==> src/rtl/pipe_pkg.sv <==
// Shared definitions for the MIPS inter-stage pipeline registers.
//
// Contents:
//   CTRL_MEM_TO_REG, CTRL_REG_WRITE : bit positions inside the control field
//   DATA_W_MEM_WB, RD_W             : default payload / destination widths
//   pipe_entry_t                    : packed {ctrl, data, rd} entry at default widths
package pipe_pkg;

  localparam int unsigned CTRL_MEM_TO_REG = 0;
  localparam int unsigned CTRL_REG_WRITE  = 1;

  localparam int unsigned CTRL_W_DEFAULT = 2;
  localparam int unsigned DATA_W_MEM_WB  = 32;
  localparam int unsigned RD_W           = 3;

  typedef struct packed {
    logic [CTRL_W_DEFAULT-1:0] ctrl;
    logic [DATA_W_MEM_WB-1:0]  data;
    logic [RD_W-1:0]           rd;
  } pipe_entry_t;

endpackage

==> src/rtl/pipe_entry_reg.sv <==
// One pipeline entry: a valid bit plus a payload register.
//
// Parameters:
//   W          : payload width
// Ports:
//   i_clk      : clock, rising edge
//   i_rst_n    : asynchronous active-low reset (valid and payload to 0)
//   i_load     : capture i_payload and mark the entry valid (wins over i_clr)
//   i_clr      : mark the entry invalid; the payload is kept
//   i_payload  : data to capture
//   o_valid    : entry holds live data
//   o_payload  : stored payload
module pipe_entry_reg
  import pipe_pkg::*;
#(
  parameter int unsigned W = 8
) (
  input  logic         i_clk,
  input  logic         i_rst_n,
  input  logic         i_load,
  input  logic         i_clr,
  input  logic [W-1:0] i_payload,
  output logic         o_valid,
  output logic [W-1:0] o_payload
);

  logic         r_valid;
  logic [W-1:0] r_payload;

  // Load beats clear so that drain-and-refill in one edge keeps the entry valid.
  always_ff @(posedge i_clk or negedge i_rst_n) begin
    if (!i_rst_n) begin
      r_valid   <= 1'b0;
      r_payload <= '0;
    end else if (i_load) begin
      r_valid   <= 1'b1;
      r_payload <= i_payload;
    end else if (i_clr) begin
      r_valid   <= 1'b0;
    end
  end

  assign o_valid   = r_valid;
  assign o_payload = r_payload;

endmodule

==> src/rtl/pipe_stage_reg.sv <==
// Generic inter-stage pipeline register with valid/ready handshake, synchronous
// flush, bubble zeroing of control bits and a saturating back-pressure counter.
//
// Build option: define PIPE_SKID_EN to add a skid entry behind the main entry,
// which makes in_ready purely registered. Without it a single entry is used and
// in_ready depends combinationally on out_ready.
//
// Ports:
//   clk, rst_n            : clock (rising edge), async active-low reset
//   flush                 : drop every held entry and the entry offered this cycle
//   in_valid/in_ready     : upstream handshake
//   in_ctrl/in_data/in_rd : upstream payload
//   out_valid/out_ready   : downstream handshake
//   out_ctrl              : control bits, zero whenever out_valid is 0
//   out_data/out_rd       : payload, held while invalid
//   stall_cnt             : saturating count of out_valid && !out_ready cycles
module pipe_stage_reg #(
  parameter int unsigned CTRL_W = 2,
  parameter int unsigned DATA_W = pipe_pkg::DATA_W_MEM_WB,
  parameter int unsigned RD_W   = pipe_pkg::RD_W,
  parameter int unsigned CNT_W  = 16
) (
  input  logic              clk,
  input  logic              rst_n,
  input  logic              flush,
  input  logic              in_valid,
  output logic              in_ready,
  input  logic [CTRL_W-1:0] in_ctrl,
  input  logic [DATA_W-1:0] in_data,
  input  logic [RD_W-1:0]   in_rd,
  output logic              out_valid,
  input  logic              out_ready,
  output logic [CTRL_W-1:0] out_ctrl,
  output logic [DATA_W-1:0] out_data,
  output logic [RD_W-1:0]   out_rd,
  output logic [CNT_W-1:0]  stall_cnt
);

  import pipe_pkg::*;

  localparam int unsigned PayW = CTRL_W + DATA_W + RD_W;

  logic [PayW-1:0]   w_in_pay;
  logic [PayW-1:0]   w_main_pay;
  logic [PayW-1:0]   w_main_d;
  logic              w_main_v;
  logic              w_main_load;
  logic              w_main_clr;
  logic              w_accept;
  logic              w_drain;
  logic [CTRL_W-1:0] w_main_ctrl;
  logic [CNT_W-1:0]  r_stall_cnt;

  assign w_in_pay = {in_ctrl, in_data, in_rd};
  assign w_drain  = w_main_v && out_ready;
  assign w_accept = in_valid && in_ready;

`ifdef PIPE_SKID_EN
  logic            w_skid_v;
  logic [PayW-1:0] w_skid_pay;
  logic            w_skid_load;
  logic            w_skid_clr;

  assign in_ready = !w_skid_v;

  // The skid entry is only ever occupied while main is full, so when it is
  // valid it always has priority for the main slot and in_ready is low.
  always_comb begin
    w_main_load = 1'b0;
    w_main_d    = w_in_pay;
    w_skid_load = 1'b0;
    if (!flush) begin
      if (w_skid_v) begin
        w_main_load = w_drain;
        w_main_d    = w_skid_pay;
      end else if (w_accept) begin
        if (!w_main_v || w_drain) begin
          w_main_load = 1'b1;
        end else begin
          w_skid_load = 1'b1;
        end
      end
    end
  end

  assign w_main_clr = flush || w_drain;
  assign w_skid_clr = flush || (w_skid_v && w_drain);

  pipe_entry_reg #(
    .W (PayW)
  ) u_skid (
    .i_clk     (clk),
    .i_rst_n   (rst_n),
    .i_load    (w_skid_load),
    .i_clr     (w_skid_clr),
    .i_payload (w_in_pay),
    .o_valid   (w_skid_v),
    .o_payload (w_skid_pay)
  );
`else
  assign in_ready = out_ready || !w_main_v;

  always_comb begin
    w_main_d    = w_in_pay;
    w_main_load = w_accept && !flush;
  end

  assign w_main_clr = flush || w_drain;
`endif

  pipe_entry_reg #(
    .W (PayW)
  ) u_main (
    .i_clk     (clk),
    .i_rst_n   (rst_n),
    .i_load    (w_main_load),
    .i_clr     (w_main_clr),
    .i_payload (w_main_d),
    .o_valid   (w_main_v),
    .o_payload (w_main_pay)
  );

  assign {w_main_ctrl, out_data, out_rd} = w_main_pay;
  assign out_valid = w_main_v;
  // A bubble must never carry reg_write / mem_to_reg downstream.
  assign out_ctrl  = w_main_v ? w_main_ctrl : '0;

  always_ff @(posedge clk or negedge rst_n) begin
    if (!rst_n) begin
      r_stall_cnt <= '0;
    end else if (w_main_v && !out_ready && (r_stall_cnt != {CNT_W{1'b1}})) begin
      r_stall_cnt <= r_stall_cnt + CNT_W'(1);
    end
  end

  assign stall_cnt = r_stall_cnt;

endmodule

==> config.mk <==
export PLATFORM = sky130hd
export DESIGN_NAME = pipe_stage_reg
export DESIGN_NICKNAME = d
export VERILOG_FILES = /design/src/rtl/pipe_pkg.sv /design/src/rtl/pipe_entry_reg.sv /design/src/rtl/pipe_stage_reg.sv
export SDC_FILE = /design/constraint.sdc
export NUM_CORES = 1
export LEC_CHECK = 0
export CAP_MARGIN = 10
export CELL_PAD_IN_SITES_DETAIL_PLACEMENT = 1
export CELL_PAD_IN_SITES_GLOBAL_PLACEMENT = 2
export CORE_MARGIN = 2
export CORE_UTILIZATION = 29
export CTS_BUF_LIST = sky130_fd_sc_hd__clkbuf_8
export DETAILED_ROUTE_END_ITERATION = 10
export HOLD_SLACK_MARGIN = 0.08
export MAX_ROUTING_LAYER = met4
export PLACE_DENSITY_LB_ADDON = 0.08
export SLEW_MARGIN = 20
export SYNTH_ARGS = -nofsm -noshare
export SYNTH_HDL_FRONTEND = slang
export SYNTH_SLANG_ARGS = --single-unit
==> constraint.sdc <==
create_clock -name clk -period 1.8 [get_ports clk]
set_input_delay 0.36 -clock clk [delete_from_list [all_inputs] [get_ports clk]]
set_output_delay 0.36 -clock clk [all_outputs]
set_load 0.01 [all_outputs]
==> reports/summary.txt <==
R2R Path End: stall_cnt[6]$_DFFE_PN0P_
Final cell utilization of the core: 44.19%
Power per cell area: 891.3 mW/mm^2
Setup Viol. Count Final: 0
Vias per inst: 4.434
Worst Hold Path EP: u_main.o_payload[36]$_DFFE_PN0P_
Synth Register Bits: 54
Syn_nets: 231
Initial antenna violation count: 0
Nets: 315
HP Start: u_main.o_payload[36]$_DFFE_PN0P_
Post-synthesis mux area share: 17.59%
Placer Congestion: 0.6870
FF-to-FF Start: stall_cnt[8]$_DFFE_PN0P_
RSZ-0062 raised after global routing: no
Register area share after synthesis: 54.14%
Cell taking the most area after synthesis: dfrtp_1
CTS sink cnt: 54
Rel. slew slack: 70.26%
Critical Path Fanout Max: 4
First drt pass iteration count: 4
Arrival time at the worst endpoint: 1380 ps
Initial Util: 30.08%
Top cells by area, synth: dfrtp_1, mux2_2, buf_4
WL per Instance: 15.07 um
Yosys warning total: 0
DR iter-0 viols: 26
Io pins: 97
Number of global-route vias before repair: 1774
Leak: 1.600 nW
Critical path startpoint category: flip-flop
Routed Antenna Nets: 0
Crit. End Element: output port
Hold Fails Final Rpt: 0
Clock Pin Slew Worst Setup and Hold Paths: 100 ps
Post-Synth Simple-Gate Area: 10.68%
Port Buf Inserts: 96
Htree depth: 2
CTS tree: yes
Max Cap Viol: 0
# rows: 33
DRC: 0
Xor/xnor cell area share of the yosys netlist: 4.912%
Via count: 1676
Total global routing overflow: 0
Clock Tree Root: clkbuf_8
Final wirelength: 5696 um
Most common cell in the netlist: dfrtp_1
Mean Syn Cell Area: 13.28 um^2
Slew @ Worst Pin: 444.5 ps
Max IR drop VDD: 0.5315 mV
Area share of the largest cell type after synthesis: 54.14%
Mapped Area: 0.002496 mm^2
N_diodes: 0
Tmin final: 1740 ps
Run status: complete, no violations
Asr flop ratio synth: 100.0%
Fmax: 574.7 MHz
Worst setup path class: reg -> out
Hold Path Stages: 1
Core box area: 0.008299 mm^2
Num CTS Buffers: 5
Mapped Cells: 188
Main combinational cell family by area after synthesis: multiplexers
First-pass GRT wire length: 9315 um
FF-to-FF path depth: 5
Die width: 96.78 um
Worst Path Required: 1440 ps
Pins Over Slew Limit: 0
Clk buf depth: 2
GRT Util Overall: 12.46%
Post-synth EDFFs: 0
Reg2reg setup slack: 90 ps
Crit. Startpoint: stall_cnt[3]$_DFFE_PN0P_
Die H: 96.78 um
Clk_lat worst skew: 300 ps
Die ar.: 0.009365 mm^2
Final Skew: 5.881 ps
Largest net degree at the start of global routing: 35
Hold Crit Class: reg -> reg
Synth Area in Compound Gates: 0%
Main synth FF type: dfrtp_1
Post-synthesis adder-cell area fraction: 0.5013%
Detailed Place HPWL: 4081 um
Post-synth top cells: dfrtp_1, buf_4, mux2_2
Cell variety after synth: 23
Setup tns final: 0 ps
Layout cell share with drive strength beyond 1: 30.77%
Period utilisation layout: 96.67%
Synth-to-layout area growth: 46.92%
-- worst max-delay path, cell delays in order (launching register included) --
cell and delay (ps):
dfrtp_1 390, buf_4 160, clkdlybuf4s50_1 530
-- cell families after synthesis --
kind of cell | Yosys count
xor gates and xnor gates | 14
muxes | 39
adders and majority gates | 1
DFF | 54
buffers and inverters | 41
and+or+nand+nor | 39
-- per-layer routing --
| layer | share of wire [%] | vias to the layer above | global-route usage [%] |
|---|---|---|---|
| li1 | - | 789 | - |
| met1 | 48 | 827 | 17.33 |
| met2 | 47 | 55 | 18.48 |
| met3 | 4.2 | 5 | 3.035 |
| met4 | 0.84 | 0 | 2.925 |
| met5 | 0 | - | - |
-- area by class of cell --
type	instances	area (um^2)
fill	894	4632
sequential	54	1355
timing repair buffer	117	1159
multi-input combinational	93	923.4
tap	105	131.4
clock buffer	6	82.58
clock inverter	2	12.51
inverter	1	3.754
-- sequential cells by signal, indices dropped and copies added (netlist names) --
name	count
u_main.o_payload	37
stall_cnt	16
u_main.o_valid	1
-- placed cells by master (no fill, tap or decap), drive strengths merged, types with 2 or more instances in the layout --
| cell type | count |
|---|---|
| nor3b | 3 |
| nor3 | 4 |
| and2 | 2 |
| nand2 | 2 |
| nand4 | 5 |
| mux2 | 39 |
| and3 | 3 |
| dlymetal6s2s | 3 |
| clkbuf | 8 |
| nor4b | 3 |
| nor2 | 4 |
| xor2 | 14 |
| dfrtp | 54 |
| nand3 | 5 |
| nor4 | 6 |
| buf | 20 |
| clkdlybuf4s50 | 91 |
-- worst max-delay path by stage --
stage / end / slack (ps)
3_5_place_dp: u_main.o_payload[22]$_DFFE_PN0P_ / -340
3_3_place_gp: u_main.o_payload[26]$_DFFE_PN0P_ / -280
4_1_cts: u_main.o_payload[22]$_DFFE_PN0P_ / -9
5_1_grt: stall_cnt[3] / 7
6_report: stall_cnt[3] / 60
2_1_floorplan: stall_cnt[6]$_DFFE_PN0P_ / 140
-- what timing repair did --
item,4_1_cts,5_1_grt
hold buffers,1,0
pin swaps,0,1
gates cloned,0,2
setup buffers,0,2
hold endpoints to repair,15,0
endpoints found under the setup margin,3,51
resized for setup,1,21
-- report_power, final --
part           switching [W]  total, W  leakage [nW]  internal (W)
sequential          0.000114   0.00152         0.658       0.00141
clock               0.000401  0.000712        0.0472      0.000310
combinational       0.000373   0.00103         0.895      0.000659
-- stage by stage --
step                      hold WS, ps  cells  area [um^2]  total power [W]  worst slack, ps
after detailed placement        337.7    365         3433         0.002574           -344.5
final                           511.5    378         3667         0.003269            60.02
after CTS                       517.3    374         3537         0.003312           -8.876
after global routing            537.5    378         3667         0.003457            6.929
after global placement          339.3    365         3433         0.002563           -283.0
after floorplan                 64.41    188         2496         0.002088            141.2
Power figures use the tool's default switching activity.
